<file path="config.mk">
export PLATFORM = sky130hd
export DESIGN_NAME = mem_stage
export DESIGN_NICKNAME = d
export VERILOG_FILES = /design/src/rtl/mem_pkg.sv /design/src/rtl/mem_stage.sv
export SDC_FILE = /design/constraint.sdc
export NUM_CORES = 1
export LEC_CHECK = 0
export BUFFER_PORTS_ARGS = -buffer_cell sky130_fd_sc_hd__buf_4
export CORE_UTILIZATION = 35
export DETAILED_ROUTE_END_ITERATION = 7
export MAX_ROUTING_LAYER = met4
export PLACE_DENSITY = 0.64
export SYNTH_ARGS = -nofsm -noshare
export SYNTH_HDL_FRONTEND = slang
export SYNTH_SLANG_ARGS = --single-unit
</file>
<file path="constraint.sdc">
create_clock -name clk -period 10.54 [get_ports clk]
set_input_delay 0 -clock clk [delete_from_list [all_inputs] [get_ports clk]]
set_output_delay 0 -clock clk [all_outputs]
set_load 0.01 [all_outputs]
</file>
<file path="src/rtl/mem_pkg.sv">
// mem_pkg: shared opcodes, FSM state type and default timeout for the MEM stage
package mem_pkg;
  localparam logic [4:0] OP_NOP = 5'b00000;
  localparam logic [4:0] OP_LOAD = 5'b01010;
  localparam logic [4:0] OP_STORE = 5'b01011;
  localparam int TIMEOUT_DEF = 16;
  typedef enum logic {IDLE, WAIT} state_t;
endpackage

</file>
<file path="src/rtl/mem_stage.sv">
// mem_stage: pipeline MEM stage issuing load/store requests and writing the MEM/WB register
// ports: clk/rst (async high); OpCode/RdOut/AluResult/StoreData from EX/MEM; stall upstream hold;
//        mem_req/mem_we/mem_addr/mem_wdata request, mem_ack/mem_rdata response;
//        OpCodeOut/RdOutOut/ResultOut MEM/WB payload; err sticky timeout flag
module mem_stage
  import mem_pkg::*;
#(
  parameter int TIMEOUT = TIMEOUT_DEF
) (
  input  logic        clk,
  input  logic        rst,
  input  logic [4:0]  OpCode,
  input  logic [8:0]  RdOut,
  input  logic [31:0] AluResult,
  input  logic [31:0] StoreData,
  output logic        stall,
  output logic        mem_req,
  output logic        mem_we,
  output logic [31:0] mem_addr,
  output logic [31:0] mem_wdata,
  input  logic        mem_ack,
  input  logic [31:0] mem_rdata,
  output logic [4:0]  OpCodeOut,
  output logic [8:0]  RdOutOut,
  output logic [31:0] ResultOut,
  output logic        err
);
  localparam int CW = TIMEOUT > 1 ? $clog2(TIMEOUT) : 1;
  localparam logic [CW-1:0] LAST = CW'(TIMEOUT - 1);
  state_t state, state_n;
  logic [CW-1:0] cnt;
  logic [31:0] addr_q, data_q;
  logic we_q;
  logic [4:0] op_q;
  logic [8:0] rd_q;
  logic is_mem, last;
  assign is_mem = OpCode == OP_LOAD || OpCode == OP_STORE;
  assign last = cnt == LAST;
  assign mem_addr = addr_q;
  assign mem_wdata = data_q;
  assign mem_we = we_q;
  // the timeout cycle releases stall so upstream can move on while we abort
  always_comb begin
    stall = 1'b0;
    mem_req = 1'b0;
    state_n = state;
    if (!rst) begin
      stall = state == IDLE ? is_mem : !mem_ack && !last;
      mem_req = state == WAIT;
      state_n = state == IDLE ? (is_mem ? WAIT : IDLE) : (mem_ack || last ? IDLE : WAIT);
    end
  end
  always_ff @(posedge clk or posedge rst) begin
    if (rst) begin
      state <= IDLE;
      cnt <= '0;
      err <= 1'b0;
      addr_q <= '0;
      data_q <= '0;
      we_q <= 1'b0;
      op_q <= OP_NOP;
      rd_q <= '0;
      OpCodeOut <= OP_NOP;
      RdOutOut <= '0;
      ResultOut <= '0;
    end else begin
      state <= state_n;
      OpCodeOut <= OP_NOP;
      RdOutOut <= '0;
      ResultOut <= '0;
      if (state == IDLE) begin
        cnt <= '0;
        if (is_mem) begin
          addr_q <= AluResult;
          data_q <= StoreData;
          we_q <= OpCode == OP_STORE;
          op_q <= OpCode;
          rd_q <= RdOut;
        end else begin
          OpCodeOut <= OpCode;
          RdOutOut <= RdOut;
          ResultOut <= AluResult;
        end
      end else if (mem_ack) begin
        OpCodeOut <= op_q;
        RdOutOut <= rd_q;
        ResultOut <= we_q ? addr_q : mem_rdata;
      end else if (last) begin
        err <= 1'b1;
      end else begin
        cnt <= cnt + 1'b1;
      end
    end
  end
endmodule

</file>
Word level (Yosys, flattened, before mapping)
Cells that the tools add are included.
{ "totals": {"mem_count": 0, "inputBits": 113, "latch_bits": 0, "register_bits": 131, "romBits": 0, "ramBits": 0} }
{ "op_classes": {"div_mod_pow": 0, "n_shift": 0, "n_mux": 19, "n_bitwise": 2, "n_mul": 0, "order_cmp": 0, "eq_ne": 5, "n_reduce_logical": 8, "addsub": 1} }
{ "ops": {"columns": ["cell", "count"], "rows": [
  ["2-to-1 mux 32 bit", 4],
  ["2-to-1 mux 9 bit", 3],
  ["2-to-1 mux 5 bit", 3],
  ["2-to-1 mux 4 bit", 3],
  ["equality test 5 x 4 -> 1 bit (second input constant)", 2],
  ["2-to-1 mux 1 bit", 6],
  ["adder 4 x 1 -> 4 bit (second input constant)", 1],
  ["equality test 4 bit (second input constant)", 1],
  ["inequality test 2 bit (second input constant)", 2],
  ["AND reduction 2 bit", 2],
  ["AND reduction 3 bit", 1],
  ["logical NOT 1 bit", 2],
  ["logical OR 1 bit", 2],
  ["NOT 1 bit", 2],
  ["logical AND 1 bit", 1]
]} }

Logic depth before layout (Yosys ltp)
Gate-level depths: netlist of the first run.
{ "depth": {"depth_word": 5, "depth_mapped": 5} }

Worst setup path before layout of the first run
No wires, ideal clock.
{ "synth_timing": {"kind": "flip-flop to flip-flop", "startpoint": "register state", "endpoint": "register addr_q[0], in the netlist mem_addr[0]", "slack_ps": 9257, "arrival_time_ps": 1158, "t_required_ps": 10415, "setup_time_ps": 125, "path_stages_with_launch": 5, "n_path_buf": 2, "period_less_slack_ps": 1283, "cell_sequence": "dfrtp_1 -> nor2b_4 -> buf_12 -> buf_12 -> mux2_4"} }
{ "synth_between": {"elab_chain_cells": 2} }
{ "synth_rtl": {"columns": ["element", "line_no", "text"], "rows": [
  ["from (decl)", "mem_stage.sv:30", "state_t state, state_n;"],
  ["from (signal assigned)", "mem_stage.sv:67", "state <= state_n;"],
  ["NOT 1 bit (no source line)", null, null],
  ["AND reduction 2 bit (no source line)", null, null],
  ["to (signal assigned)", "mem_stage.sv:74", "addr_q <= AluResult;"],
  ["to (decl)", "mem_stage.sv:32", "logic [31:0] addr_q, data_q;"]
]} }
Every way passes these cells.
A chain may end at the register's enable or synchronous reset.

Worst setup path in the final report of the first run
{ "layout_timing": {"startpoint": "input port OpCode[2]", "endpoint": "register data_q[22], in the netlist mem_wdata[22]"} }
{ "layout_between": {"elab_chain_cells": 3, "elab_cells_between_ends": 4, "cone_classes": "2 x eq/ne; 2 x reduce/logical"} }
{ "layout_rtl": {"columns": ["element", "line_no", "text"], "rows": [
  ["from (decl)", "mem_stage.sv:12", "input logic [4:0] OpCode,"],
  ["equality test 5 x 4 -> 1 bit", "mem_stage.sv:37", "assign is_mem = OpCode == OP_LOAD || OpCode == OP_STORE;"],
  ["logical OR 1 bit (*)", "mem_stage.sv:37", null],
  ["AND reduction 2 bit (no source line) (*)", null, null],
  ["to (signal assigned)", "mem_stage.sv:75", "data_q <= StoreData;"],
  ["to (decl)", "mem_stage.sv:32", null]
]} }
Every way passes the cells marked *; elsewhere a longest branch is shown, timed or not.

==> metrics, run 1 <==
r2r endpoint mem_wdata[22]$_DFFE_PP0P_; register bit total from synthesis 131; total number of vias 4,203; # rows 45; Total Routing Usage GR 19.5%; FF-to-FF path depth 3; Sequential Power Share 40.1%; Fin Hold WS 199 ps; critical path type input pin to register; Critical Path Fanout Max 45; CP Capture Type register; CP peak stage delay 790 ps; Critical Path Start Type input pin; number of cells produced by synthesis 341; Async SR Flop Fraction 100%; mapped cell area 0.00554 sq mm; Crit-path slowest cell buf_4; Buffers on Ports 226; CP dominant cell by count buf_4; combinational fraction of design power 25.2%; Synth area leaders dfrtp_1, mux2_4, mux2i_1, o2bb2ai_1, buf_12; Sum Neg Setup Slack 0 ps; CTS tree yes; Worst VDD drop 0.108 mV; Die X 128 um; critical-path cell list dlygate4sd3_1 -> buf_4 -> and4bb_4 -> nor2b_4 -> buf_4 -> mux2_2; Worst-Margin Slew 1260 ps; Leak 4.39 nW; top_reg_cell synth dfrtp_1; relative slew slack 15.6%; Avg Cell Area, Syn 16.2 sq um; First-pass DRT Iterations 4; Pwr Total 1.66 mW; Fillers 1,252; Final Wtd Congestion 0.772; Starting Density 36.1%; DR WL/cell 16.8 um; synth-to-layout area growth 62.7%; total die area 0.0163 sq mm; sequential element share of the synthesized area 59.2%; Max Cap Violations 0; Critical Path AT 2960 ps; CTS Buf Count 17; Detailed Place HPWL 9650 um; io pins 227; DR iter-0 viols 143; share of layout cells above drive strength 1 49.1%; Cell Pwr Density 184 mW/mm^2; Final Max Slew Viols 0; number of nets in the layout 792; Net Sw Frac 25.9%; Clock Power Share 34.7%; Worst Path Buf+Inv 3; largest net degree at the start of global routing 77; GRT overflow 0; Total Routed Length 15,200 um; RSZ-0062 raised after global routing false; final setup skew 7.42 ps; core box area 0.0153 sq mm; syn_nets 455; clk_lat worst skew 410 ps; status finished, final reports clean; vias in the first global route 4,462; H-tree depth 4; Pint 1.23 mW; WP data required 10,830 ps; Hold Violations, Final 0; Antenna Nets Post-Route 0; Synth cell types 29; post-synth top area cell dfrtp_1; Ys Warns 0; initial antenna violation count 0; Die H 128 um; final worst path period share 25.3%; Hold Crit Class input pin to async pin; clock buffer depth 2; Worst R2R Setup Slack 7880 ps; CP top delay family buffers and inverters; first-pass GRT wire length 23,400 um; Root Buffer Master clkbuf_16; Post-synth EDFFs 0; DRC Markers 0; Synth top area share 59.2%; f_max 375 MHz; final worst path period need 2670 ps; via/cell ratio 4.65; Final Setup Violations 0; reg2reg start state$_DFFE_PP0N_; P_sw 0.430 mW; cts repair resizes 0; clock sinks 131; Reg clk slew, reported paths 60 ps
[layout by cell type, fill, tap and decap left out, types with 2 or more instances in the layout]
master,netlist,routed
clkinv_2,0,6
nand3b_1,2,2
o211a_1,2,2
buf_4,0,229
dlygate4sd3_1,0,112
and2_1,3,3
bufinv_16,0,2
o21ai_0,5,5
clkbuf_1,5,2
a22o_1,12,12
dfrtp_1,131,130
nand2_1,5,5
o2bb2ai_1,32,32
mux2_2,11,11
nor2b_1,2,2
inv_1,3,2
clkbuf_16,0,17
nand2b_1,3,3
clkbuf_8,0,3
mux2_4,64,64
mux2i_1,32,32
[timing repair]
action | in CTS | in global routing
endpoints found under the setup margin | 0 | 0
endpoints found under the hold margin | 179 | 0
buffers inserted | 0 | 0
hold buffers | 112 | 0
[stage by stage]
stage                     setup WS [ps]  cells  util (%)  cell area, sq um
final                              7870    903      58.8              9010
after global routing               7780    902      58.8              9000
after CTS                          7850    902      58.8              9000
after detailed placement           7870    758      47.7              7300
after global placement             7960    758      47.7              7300
after floorplan                    7040    341         -              5540
[layer usage]
| metal | global-route usage (%) | up-vias | wire, um | part of all wire [%] |
|---|---|---|---|---|
| li1 | - | 1927 | - | - |
| met1 | 22.2 | 2100 | 6420 | 42 |
| met2 | 32.3 | 157 | 7560 | 50 |
| met3 | 5.47 | 19 | 941 | 6.2 |
| met4 | 8.10 | 0 | 295 | 1.9 |
| met5 | - | - | 0 | 0 |
[state kept, by name, indices dropped and copies added, names as in the netlist]
name / cells
mem_we: 1
mem_wdata: 32
state: 1
mem_addr: 32
rd_q: 9
RdOutOut: 9
err: 1
ResultOut: 32
op_q: 5
cnt: 4
OpCodeOut: 5
[synthesized netlist by cell type, types with 2 or more instances]
master / count
dfrtp_1: 131
inv_1: 3
a22o_1: 12
clkbuf_1: 5
nand3b_1: 2
o21ai_0: 5
o211a_1: 2
buf_6: 2
nand2b_1: 3
mux2_4: 64
buf_2: 9
and2_1: 3
buf_12: 7
mux2_2: 11
mux2i_1: 32
o2bb2ai_1: 32
nor2b_1: 2
nand2_1: 5
[area by class of cell]
type                    count  area (sq um)  share of cell area (%)
flip-flops and latches    131          3280                    36.4
repair buffers            341          2840                    31.5
multi-input cells         184          2020                    22.5
clock buffers              22           474                    5.26
well taps                 211           264                    2.93
clock inverters            10           106                    1.18
inverters                   3          16.3                   0.181
diodes                      1          2.50                  0.0278
[cells by family after synthesis]
| kind of cell | Yosys count | synth area share, % |
|---|---|---|
| multiplexers | 107 | 25.4 |
| adder cells (fa/ha/maj) | 1 | 0.226 |
| AO/OA/AOI/OAI | 54 | 8.16 |
| flip-flops | 131 | 59.2 |
| XOR/XNOR | 1 | 0.158 |
| AND/OR/NAND/NOR | 21 | 2.55 |
| buffers and inverters | 26 | 4.29 |
[worst reg2reg max path, cell delays in order, from the launching register on]
cell and delay [ps]:
dfrtp_1 570, nor2b_4 710, buf_4 810, mux2_2 450
[power by group through the flow]
stage	clock, mW	combinational, mW	sequential (mW)
2_1_floorplan	0	0.170	0.681
3_3_place_gp	0	0.370	0.670
3_5_place_dp	0	0.376	0.672
4_1_cts	0.588	0.418	0.665
5_1_grt	0.611	0.446	0.674
6_report	0.574	0.417	0.664
[how the worst max path moves through the flow]
stage,cells past startpoint,from,slack (ps),endpoint
after floorplan,1,rst,7040,OpCodeOut[0]$_DFF_PP0_
after global placement,3,state$_DFFE_PP0N_,7960,mem_wdata[23]$_DFFE_PP0P_
after detailed placement,3,state$_DFFE_PP0N_,7870,mem_wdata[23]$_DFFE_PP0P_
after CTS,3,state$_DFFE_PP0N_,7850,mem_wdata[23]$_DFFE_PP0P_
after global routing,3,state$_DFFE_PP0N_,7780,mem_wdata[22]$_DFFE_PP0P_
final,6,OpCode[2],7870,mem_wdata[22]$_DFFE_PP0P_
(Power assumes the default switching activity.)
==> run 2, diff against run 1 <==
- clock period: 10.54 -> 2.6 ns (I/O delays scaled with it)
==> metrics, run 2 (synthesized netlist as in run 1, its figures left out) <==
total number of vias 4,109 (-2.2%); total die area 0.0163 sq mm (unchanged); reg2reg start state$_DFFE_PP0N_; Antenna Nets Post-Route 0 (unchanged); Root Buffer Master clkbuf_16; initial antenna violation count 0 (unchanged); r2r endpoint ResultOut[19]$_DFF_PP0_; final worst path period share 86.7%; Total Routing Usage GR 19.3% (-0.19 points); most frequent cells in the layout buf_4, dfrtp_1, dlygate4sd3_1, mux2_4; Detailed Place HPWL 9250 um (-4.2%); Fin Hold WS 359 ps (+161 ps); number of nets in the layout 796 (+0.51%); Final Wtd Congestion 0.766 (-0.83%); RSZ-0062 raised after global routing false; Starting Density 36.1% (unchanged); Sum Neg Setup Slack 0 ps (unchanged); Hold Crit Class input pin to register; DR WL/cell 16.5 um (-2.1%); Die X 128 um (unchanged); Pwr Total 6.84 mW (+310%); diode count 0 (-1); # rows 45 (unchanged); final setup margin 347 ps (-7520 ps); status finished, final reports clean; Reg clk slew, reported paths 60 ps (about the same); DRC Markers 0 (unchanged); CTS Buf Count 17 (unchanged); non-filler cells, final 904 (+0.11%); DR WL met2 7320 um (-3.1%); Hold Violations, Final 0 (unchanged); final worst path period need 2250 ps; met3 WL post-DR 1010 um (+7.7%); Sequential Power Share 38.8% (-1.3 points); Worst R2R Setup Slack 350 ps (-7530 ps); WP data required 2940 ps (-7890 ps); Worst VDD drop 0.442 mV (+310%); CTS tree yes; largest net degree at the start of global routing 132 (+71%); GRT overflow 0 (unchanged); Leak 4.43 nW (+0.79%); Net Sw Frac 24.6% (-1.3 points); Die H 128 um (unchanged); DP Area 0.00738 sq mm (+1.1%); P_sw 1.68 mW (+290%); via/cell ratio 4.55 (-2.3%); DR iter-0 viols 145 (+1.4%); Final Max Slew Viols 0 (unchanged); Critical Path AT 2590 ps (-370 ps); combinational fraction of design power 25.5% (+0.3 points); final instance area 0.00910 sq mm (+1.1%); routed length on met1 6450 um (+0.47%); Crit. Startpoint state$_DFFE_PP0N_; core box area 0.0153 sq mm (unchanged); Setup Buffers After CTS 0 (unchanged); Pint 5.15 mW (+320%); utilization after layout 59.4% (+0.63 points); first-pass GRT wire length 23,300 um (-0.68%); H-tree depth 4 (unchanged); DP Worst Slack 649 ps (-7220 ps); First-pass DRT Iterations 4 (unchanged); Clock Power Share 35.7% (+1.0 points); f_max 444 MHz; Worst-Margin Slew 827 ps (-436 ps); io pins 227 (unchanged); clock sinks 131 (unchanged); Final Setup Violations 0 (unchanged); most common cell after layout, fill and taps aside buf_4; Inst Count DP 762 (+0.53%); critical path type register to register; CP Capture Type register; vias in the first global route 4,330 (-3.0%); clock buffer depth 2 (unchanged); Max Cap Violations 0 (unchanged); clk_lat worst skew 400 ps (about the same); Highest Signal Layer met4; synth-to-layout area growth 64.5%; Critical Path Fanout Max 25 (-44%); CP Capture Point ResultOut[19]$_DFF_PP0_; Cell Pwr Density 751 mW/mm^2 (+310%); Buffers on Ports 226 (unchanged); Critical Path Start Type register; Total Routed Length 14,900 um (-2.0%); share of layout cells above drive strength 1 48.6% (-0.43 points); FF-to-FF path depth 4 (+1); relative slew slack 44.9% (+29 points); final setup skew 7.01 ps (-0.408 ps)
-- run 2: repair_timing --
item,in CTS,in global routing
hold buffers,112,0
resized for setup,0,0
hold endpoints to repair,255,0
-- run 2: power by group through the flow --
stage | sequential [mW] | combinational [mW] | clock (mW)
final | 2.65 | 1.75 | 2.44
after global routing | 2.70 | 1.86 | 2.61
after CTS | 2.65 | 1.75 | 2.52
after detailed placement | 2.68 | 1.58 | 0
after global placement | 2.66 | 1.57 | 0
after floorplan | 2.76 | 0.689 | 0
-- run 2: worst max-delay path: stages, from the launching register on --
cell	delay, ps
dfrtp_1	570
nor2_4	610
buf_12	270
o2bb2ai_1	140
dlygate4sd3_1	580
-- run 2: worst min-delay path by stage --
stage | start | endpoint | slack (ps) | cells past startpoint
finish | StoreData[31] | mem_wdata[31]$_DFFE_PP0P_ | 360 | 3
global route | RdOut[4] | RdOutOut[4]$_DFF_PP0_ | 350 | 3
CTS | StoreData[31] | mem_wdata[31]$_DFFE_PP0P_ | 340 | 3
detailed placement | AluResult[7] | ResultOut[7]$_DFF_PP0_ | 220 | 2
global placement | AluResult[21] | ResultOut[21]$_DFF_PP0_ | 220 | 2
floorplan | rst | stall | 40 | 1
-- run 2: cell type report --
| cell class | instances | area (sq um) |
|---|---|---|
| Fill cell | 1216 | 6210 |
| Sequential cell | 131 | 3280 |
| Timing Repair Buffer | 345 | 2920 |
| Multi-Input combinational cell | 184 | 2020 |
| Clock buffer | 25 | 475 |
| Tap cell | 211 | 264 |
| Clock inverter | 5 | 125 |
| Inverter | 3 | 15.0 |
-- run 2: per-layer routing --
metal,track usage (%),vias up
met4,6.02,0
met5,-,-
met2,31.6,157
met3,5.43,9
met1,23.2,2023
li1,-,1920
==> run 3, diff against run 2 <==
- REMOVE_ABC_BUFFERS: not set -> 1
==> metrics, run 3 (synthesized netlist as in run 1, its figures left out) <==
FF-to-FF path depth 4 (unchanged); initial antenna violation count 0 (unchanged); Hold Crit Class input pin to async pin; r2r endpoint ResultOut[9]$_DFF_PP0_; via/cell ratio 4.63 (+1.9%); Detailed Place HPWL 9400 um (+1.7%); WP data required 2940 ps (about the same); CP Capture Type register; relative slew slack 48.8% (+3.9 points); Final Max Slew Viols 0 (unchanged); Root Buffer Master clkbuf_16; number of nets in the layout 797 (+0.13%); Cell Pwr Density 740 mW/mm^2 (-1.5%); most common cell after layout, fill and taps aside buf_4; DR iter-0 viols 158 (+9.0%); Inst Count DP 763 (+0.13%); First-pass DRT Iterations 4 (unchanged); multi-input logic area 0.00202 sq mm (unchanged); Reg clk slew, reported paths 60 ps (about the same); Critical Path Fanout Max 21 (-16%); critical path type register to register; Worst R2R Setup Slack 270 ps (-70 ps); final setup skew 8.76 ps (+1.75 ps); H-tree depth 4 (unchanged); final worst path period share 89.4% (+2.8 points); Sum Neg Setup Slack 0 ps (unchanged); vias in the first global route 4,637 (+7.1%); status finished, final reports clean; RSZ-0062 raised after global routing false; Die H 128 um (unchanged); CTS Buf Count 17 (unchanged); Pwr Total 6.71 mW (-1.9%); Antenna Nets Post-Route 0 (unchanged); Final Setup Violations 0 (unchanged); DRC Markers 0 (unchanged); GRT overflow 0 (unchanged); Sequential Area 0.00328 sq mm (unchanged); Worst VDD drop 0.441 mV (-0.27%); Hold Violations, Final 0 (unchanged); Critical Path AT 2670 ps (+80 ps); Fillers 1,215 (-0.082%); io pins 227 (unchanged); CP Capture Point ResultOut[9]$_DFF_PP0_; Final Wtd Congestion 0.732 (-4.5%); total number of vias 4,201 (+2.2%); Max Cap Violations 0 (unchanged); first-pass GRT wire length 23,100 um (-0.65%); synth-to-layout area growth 63.8%; diode count 0 (unchanged); Crit. Startpoint state$_DFFE_PP0N_; Total Routed Length 14,500 um (-2.9%); largest net degree at the start of global routing 70 (-47%); cts repair resizes 0 (unchanged); non-filler cells, final 907 (+0.33%); Die X 128 um (unchanged); most frequent cells in the layout buf_4, dfrtp_1, dlygate4sd3_1, mux2_4; clock buffer depth 2 (unchanged); core box area 0.0153 sq mm (unchanged); critical-path cell list nand2_1 -> buf_4 -> o2bb2ai_1 -> dlygate4sd3_1; Crit-path slowest cell dfrtp_1; Leak 4.42 nW (-0.16%); Buffers on Ports 226 (unchanged); DP Worst Slack 820 ps (+172 ps); share of layout cells above drive strength 1 49.3% (+0.65 points); total die area 0.0163 sq mm (unchanged); Starting Density 36.1% (unchanged); CTS tree yes; Critical Path Start Type register; f_max 430 MHz (-3.1%); Total Routing Usage GR 19.1% (-0.26 points); Fin Hold WS 248 ps (-111 ps); Worst-Margin Slew 768 ps (-59.0 ps); reg2reg start state$_DFFE_PP0N_; DR WL/cell 16.0 um (-3.2%); CP peak stage delay 670 ps (+60 ps); clk_lat worst skew 410 ps (about the same); final setup margin 275 ps (-72.1 ps); final worst path period need 2330 ps (+72.1 ps); clock sinks 131 (unchanged); # rows 45 (unchanged)
[run 3: through the flow]
step / cell area, sq um / utilization, %
3_5_place_dp: 7360 / 48.1
4_1_cts: 9070 / 59.2
5_1_grt: 9070 / 59.2
3_3_place_gp: 7360 / 48.1
2_1_floorplan: 5310 / -
6_report: 9070 / 59.2
[run 3: where the power goes]
group / internal, mW / switching (mW)
sequential: 2.39 / 0.264
clock: 1.48 / 0.855
combinational: 1.11 / 0.612
total: 4.98 / 1.73
[run 3: critical path: cells and delay by family (launching register included)]
| family | cells | cell delay, ps |
|---|---|---|
| AND/OR/NAND/NOR | 1 | 460 |
| buffers and inverters | 2 | 950 |
| flip-flops | 1 | 670 |
| AO/OA/AOI/OAI | 1 | 160 |
[run 3: final cells by class]
class                   count  area share (%)
clock inverters             9            1.15
repair buffers            346            32.0
flip-flops and latches    131            36.2
multi-input cells         184            22.3
inverters                   3           0.152
clock buffers              23            5.27
well taps                 211            2.91
[run 3: worst min path at each step]
| stage | from | to | slack [ps] | cells after the start |
|---|---|---|---|---|
| after floorplan | rst | stall | 40 | 1 |
| after global placement | rst | ResultOut[24]$_DFF_PP0_ | 150 | 2 |
| after detailed placement | rst | cnt[0]$_DFFE_PP0P_ | 160 | 2 |
| after CTS | rst | err$_DFFE_PP0P_ | 270 | 3 |
| after global routing | rst | ResultOut[8]$_DFF_PP0_ | 290 | 3 |
| final | rst | err$_DFFE_PP0P_ | 250 | 3 |
[run 3: repair_timing]
item,in CTS,in global routing
hold buffers,112,0
buffers inserted,0,0
hold endpoints to repair,170,0
[run 3: metal layers]
layer  GRT usage, %  vias to the layer above  part of all wire [%]
met5              -                        -                     0
met4           6.44                        0                   1.9
met3           5.34                       27                   5.9
met2           32.4                      162                    51
met1           21.6                     2087                    42
li1               -                     1925                     -
